$ cat src/rtl/speed_controller_multi.sv
// Multi-level car speed controller: edge-qualified gear shifts with cooldown,
// a timed boost with recharge, and a crash input that forces a stop.
module speed_controller_multi #(
    parameter int NUM_LEVELS    = 4,
    parameter int COOLDOWN_SECS = 2,
    parameter int BOOST_SECS    = 3,
    parameter int RECHARGE_SECS = 5,
    parameter int KEY_UP        = 8,
    parameter int KEY_DOWN      = 2,
    parameter int KEY_BOOST     = 5,
    parameter int SPEED_W       = $clog2(NUM_LEVELS)
) (
    input  logic               clk,
    input  logic               reset,
    input  logic [3:0]         keypad,
    input  logic               keypad_valid,
    input  logic               one_sec,
    input  logic               crash,
    output logic [SPEED_W-1:0] speed,
    output logic [SPEED_W-1:0] level,
    output logic               boosting,
    output logic               boost_ready,
    output logic               shift_busy
);

    localparam int CD_W   = $clog2(COOLDOWN_SECS + 1);
    localparam int BC_MAX = (BOOST_SECS > RECHARGE_SECS) ? BOOST_SECS : RECHARGE_SECS;
    localparam int BC_W   = $clog2(BC_MAX + 1);

    localparam logic [SPEED_W-1:0] LVL_MAX  = SPEED_W'(NUM_LEVELS - 1);
    localparam logic [SPEED_W-1:0] LVL_ZERO = {SPEED_W{1'b0}};
    localparam logic [SPEED_W-1:0] LVL_ONE  = SPEED_W'(1);
    localparam logic [CD_W-1:0]    CD_INIT  = CD_W'(COOLDOWN_SECS);
    localparam logic [CD_W-1:0]    CD_ZERO  = {CD_W{1'b0}};
    localparam logic [CD_W-1:0]    CD_ONE   = CD_W'(1);
    localparam logic [BC_W-1:0]    BC_BOOST = BC_W'(BOOST_SECS);
    localparam logic [BC_W-1:0]    BC_RECH  = BC_W'(RECHARGE_SECS);
    localparam logic [BC_W-1:0]    BC_ZERO  = {BC_W{1'b0}};
    localparam logic [BC_W-1:0]    BC_ONE   = BC_W'(1);

    typedef enum logic [1:0] {
        B_READY    = 2'b00,
        B_ACTIVE   = 2'b01,
        B_RECHARGE = 2'b10
    } boost_state_e;

    logic                kv_q,    kv_d;
    logic [SPEED_W-1:0]  level_q, level_d;
    logic [SPEED_W-1:0]  speed_q, speed_d;
    logic [CD_W-1:0]     cd_q,    cd_d;
    logic [BC_W-1:0]     bcnt_q,  bcnt_d;
    boost_state_e        bstate_q, bstate_d;

    logic press_s;
    logic key_up_s;
    logic key_down_s;
    logic key_boost_s;

    // Press qualification: a held key yields a single press on its rising edge.
    always_comb begin
        press_s     = keypad_valid & ~kv_q;
        key_up_s    = press_s & (keypad == 4'(KEY_UP));
        key_down_s  = press_s & (keypad == 4'(KEY_DOWN));
        key_boost_s = press_s & (keypad == 4'(KEY_BOOST));
    end

    // Next-state logic: timers first, then one prioritised action per cycle.
    always_comb begin
        kv_d     = keypad_valid;
        level_d  = level_q;
        bstate_d = bstate_q;
        bcnt_d   = bcnt_q;
        if (one_sec && (cd_q != CD_ZERO)) begin
            cd_d = cd_q - CD_ONE;
        end else begin
            cd_d = cd_q;
        end

        case (bstate_q)
            B_READY: begin
                bcnt_d = bcnt_q;
            end
            B_ACTIVE: begin
                if (one_sec) begin
                    if (bcnt_q == BC_ONE) begin
                        bstate_d = B_RECHARGE;
                        bcnt_d   = BC_RECH;
                    end else begin
                        bcnt_d = bcnt_q - BC_ONE;
                    end
                end else begin
                    bcnt_d = bcnt_q;
                end
            end
            B_RECHARGE: begin
                if (one_sec) begin
                    if (bcnt_q == BC_ONE) begin
                        bstate_d = B_READY;
                        bcnt_d   = BC_ZERO;
                    end else begin
                        bcnt_d = bcnt_q - BC_ONE;
                    end
                end else begin
                    bcnt_d = bcnt_q;
                end
            end
            default: begin
                bstate_d = B_READY;
                bcnt_d   = BC_ZERO;
            end
        endcase

        // Crash overrides everything and re-arms the cooldown while held.
        if (crash) begin
            level_d = LVL_ZERO;
            cd_d    = CD_INIT;
            if (bstate_q == B_ACTIVE) begin
                bstate_d = B_RECHARGE;
                bcnt_d   = BC_RECH;
            end else begin
                bstate_d = bstate_d;
            end
        end else if (key_boost_s && (bstate_q == B_READY) && (level_q != LVL_ZERO)) begin
            bstate_d = B_ACTIVE;
            bcnt_d   = BC_BOOST;
        end else if (key_up_s && (cd_q == CD_ZERO) && (level_q < LVL_MAX)
                     && (bstate_q != B_ACTIVE)) begin
            level_d = level_q + LVL_ONE;
            cd_d    = CD_INIT;
        end else if (key_down_s && (cd_q == CD_ZERO) && (level_q != LVL_ZERO)
                     && (bstate_q != B_ACTIVE)) begin
            level_d = level_q - LVL_ONE;
            cd_d    = CD_INIT;
        end else begin
            level_d = level_d;
        end

        if (bstate_d == B_ACTIVE) begin
            speed_d = LVL_MAX;
        end else begin
            speed_d = level_d;
        end
    end

    // State registers with synchronous reset.
    always_ff @(posedge clk) begin
        if (reset) begin
            kv_q     <= 1'b0;
            level_q  <= LVL_ZERO;
            speed_q  <= LVL_ZERO;
            cd_q     <= CD_INIT;
            bstate_q <= B_READY;
            bcnt_q   <= BC_ZERO;
        end else begin
            kv_q     <= kv_d;
            level_q  <= level_d;
            speed_q  <= speed_d;
            cd_q     <= cd_d;
            bstate_q <= bstate_d;
            bcnt_q   <= bcnt_d;
        end
    end

    assign speed       = speed_q;
    assign level       = level_q;
    assign boosting    = (bstate_q == B_ACTIVE);
    assign boost_ready = (bstate_q == B_READY);
    assign shift_busy  = (cd_q != CD_ZERO);

endmodule

$ cat config.mk
export PLATFORM = sky130hd
export DESIGN_NAME = speed_controller_multi
export DESIGN_NICKNAME = d
export VERILOG_FILES = /design/src/rtl/speed_controller_multi.sv
export SDC_FILE = /design/constraint.sdc
export NUM_CORES = 1
export LEC_CHECK = 0
export ABC_AREA = 1
export BUFFER_PORTS_ARGS = -buffer_cell sky130_fd_sc_hd__buf_2
export CAP_MARGIN = 10
export CELL_PAD_IN_SITES_DETAIL_PLACEMENT = 1
export CELL_PAD_IN_SITES_GLOBAL_PLACEMENT = 1
export CORE_MARGIN = 3
export CORE_UTILIZATION = 33
export DETAILED_ROUTE_END_ITERATION = 7
export GPL_TIMING_DRIVEN = 0
export PLACE_DENSITY_LB_ADDON = 0.1
export SLEW_MARGIN = 20
export SYNTH_ARGS = -nofsm -noshare
export SYNTH_HDL_FRONTEND = slang
export SYNTH_SLANG_ARGS = --single-unit
export TNS_END_PERCENT = 5
$ cat constraint.sdc
create_clock -name clk -period 1.3 [get_ports clk]
set_clock_uncertainty 0.2 [all_clocks]
set_input_delay 0.13 -clock clk [delete_from_list [all_inputs] [get_ports clk]]
set_output_delay 0.13 -clock clk [all_outputs]
set_load 0.01 [all_outputs]
==> results_dict.tcl <==
set metrics [dict create \
    p_clk_frac 0.393 \
    synth_cell_types 21 \
    drive_gt1_frac 0.4672 \
    tns_ns -0.8675 \
    cts.path.max_buffers 2 \
    portBuffers 15 \
    seq_area_frac_synth 0.3087 \
    top_usage_layer "met2" \
    fp.dieW_um 54.56 \
    core_um2 2102 \
    antenna_found_initial 0 \
    placed_cells 156 \
    netlist.top_cell.by_area "dfxtp_1" \
    cts.htree.levels 1 \
    start_util 0.3702 \
    setup_violations 11 \
    ys_ff_latch 12 \
    grtUsageMet1 0.1768 \
    timing.hold.ws_ns 0.01784 \
    drt_iter0_drc 5 \
    place_congestion 0.7457 \
    setup_slack_ns -0.1422 \
    outcome "finished, violations left" \
    final_nets 152 \
    p_leak_uw 0.0005372 \
    ioPinCount 16 \
    use_met3 0.03815 \
    path_delay_family "simple AND/OR/NAND/NOR gates" \
    ir_drop_mv 0.4839 \
    max_slew_margin 0.7117 \
    maxCapViolCount 0 \
    violations "negative setup slack" \
    p_int_uw 571.8 \
    grt_pass1_vias 796 \
    utilization 0.5262 \
    dieArea_um2 2977 \
    multiInputGateArea_um2 555.5 \
    grt_pass1_wl_um 3491 \
    synth.net_count 128 \
    hold_class "in -> reg" \
    cts_inserted_buffers 3 \
    slowest_stage "dfxtp_4" \
    cts_tree "done" \
    rows 16 \
    switching_share 0.2434 \
    startpoint_type "register" \
    netlist_top_cells_area "dfxtp_1 (31%), nand2_1 (13%), inv_1 (11%)" \
    path_common_cell "nand2_2" \
    worst_pin_slew_ns 0.4308 \
    clkLatencyLatePin_ns 0.27 \
    cts-root-buf "clkbuf_4" \
    period_minus_slack_ns 1.442 \
    critPathRequiredTime_ns 1.31 \
    endpoint_kind "register" \
    synthCells 114 \
    num_antenna_cells 0 \
    layout_common_cells "nand2_1 (22), inv_1 (17), buf_2 (13)" \
    use_met2 0.3187 \
    crit_arrival_ns 1.46 \
    cp_max_fo 4 \
    grt-ovfl-total 0 \
    fillers 283 \
    yosys_warnings 0 \
    cp_cell_sequence "inv_2 > ha_4 > nor2_4 > nand2_2 > nor2_2 > nand3_2 > nand2_2 > nand2_2 > nand3_1" \
    ff_latch_area_um2 259.0 \
    first_pass_iters 3 \
    slowest_delay_ns 0.37 \
    dr_total_vias 782 \
    max_freq_mhz 693.4 \
    clock_sinks 12 \
    stdcell_count 164 \
    worst-path-buf-inv 1 \
    p_switching_uw 183.9 \
    totalWireLength_um 2017 \
    comb_power_share 0.122 \
    synth_top_area_share 0.3087 \
    drc_errors 0 \
    post-route-period-util 1.109 \
    final_common_cell "nand2_1" \
    syn_to_final_growth_pct 42.12 \
    powerDensity_nw_per_um2 683.3 \
    die_y_um 54.56 \
    wl_per_cell_um 12.30 \
    p_seq_frac 0.486 \
    via_per_inst 4.768 \
    antenna_left 0 \
    power_uw 755.7 \
    rsz0062_at_grt "yes" \
    critical_path_class "reg -> reg" \
    gr-usage-all-layers 0.1679 \
    timing_max_transition_violations_final 0 \
    syn_area_per_cell_um2 6.827 \
    grt_max_degree 8 \
    finalHoldViolations 0 \
    hpwl_um 1603 \
    clk_pin_slew_worst_paths_ns 0.08 \
    synth.cell_area_um2 778.2 \
]
state kept, by name, indices dropped and copies added (netlist names):
| signal | cells |
|---|---|
| bstate_q | 2 |
| kv_q | 1 |
| bcnt_q | 3 |
| level | 2 |
| cd_q | 2 |
| speed | 2 |
cells in the mapped netlist:
cell and number:
nand2_2 3, o2111ai_1 1, nand2_1 27, nor2_2 3
inv_1 23, a21oi_1 4, nand2_4 2, nor2_4 1
nor2_8 1, nand3_1 11, o21ai_0 2, nand4_1 1
ha_1 5, nand3b_1 2, nand3_2 2, a31oi_1 1
nor2_1 10, nor3_1 1, inv_2 1, dfxtp_1 12
o21ai_2 1
logic make-up after synthesis:
logic type,share of synthesized area
AOI/OAI and AO/OA,0.06914
adders and majority gates,0.08039
buffers and inverters,0.1157
DFF,0.3087
and+or+nand+nor,0.4260
through the flow:
stage	worst slack [ns]	cell area [um2]
2_1_floorplan	-0.07162	820.8
3_3_place_gp	-0.1750	929.6
3_5_place_dp	-0.2198	929.6
4_1_cts	-0.1642	1072
5_1_grt	-0.2432	1106
6_report	-0.1422	1106
tightest hold or removal path, stage by stage:
cell       delay [ns]
buf_2            0.10
nor2_1           0.10
o2111ai_1        0.12
routing by layer:
layer | vias up | share of wire
met3 | 4 | 0.038
met2 | 12 | 0.54
li1 | 401 | -
met1 | 365 | 0.41
met5 | - | 0
met4 | 0 | 0.0094
what timing repair did:
action / CTS / global route
hold buffers: 3 / 0
endpoints found under the setup margin: 14 / 14
setup buffers: 1 / 0
endpoints found under the hold margin: 4 / 0
pin swaps: 7 / 9
resized for setup: 20 / 11
power groups by stage:
stage / sequential (uW) / combinational [uW] / clock [uW]
floorplan: 379 / 46.6 / 0
global placement: 379 / 73.4 / 0
detailed placement: 379 / 76.9 / 0
CTS: 369 / 90.6 / 316
global route: 368 / 106 / 328
finish: 367 / 91.9 / 297
worst paths after layout:
check,from,endpoint,slack (ns),cells after the start
worst max register to register,level[1]$_SDFF_PP0_,speed[1]$_SDFF_PP0_,-0.14,9
worst max-delay path,level[1]$_SDFF_PP0_,speed[1]$_SDFF_PP0_,-0.14,9
worst min-delay path,reset,cd_q[1]$_SDFF_PP1_,0.02,3
worst min register to register,cd_q[0]$_SDFF_PP0_,cd_q[0]$_SDFF_PP0_,0.27,2
cell type report:
cell class / instances / area share
Sequential cell: 12 / 0.2342
Multi-Input combinational cell: 78 / 0.5023
Tap cell: 27 / 0.03054
Inverter: 24 / 0.08371
Timing Repair Buffer: 19 / 0.1165
Clock buffer: 4 / 0.03281
No activity file was read; power rests on OpenSTA's default activity.
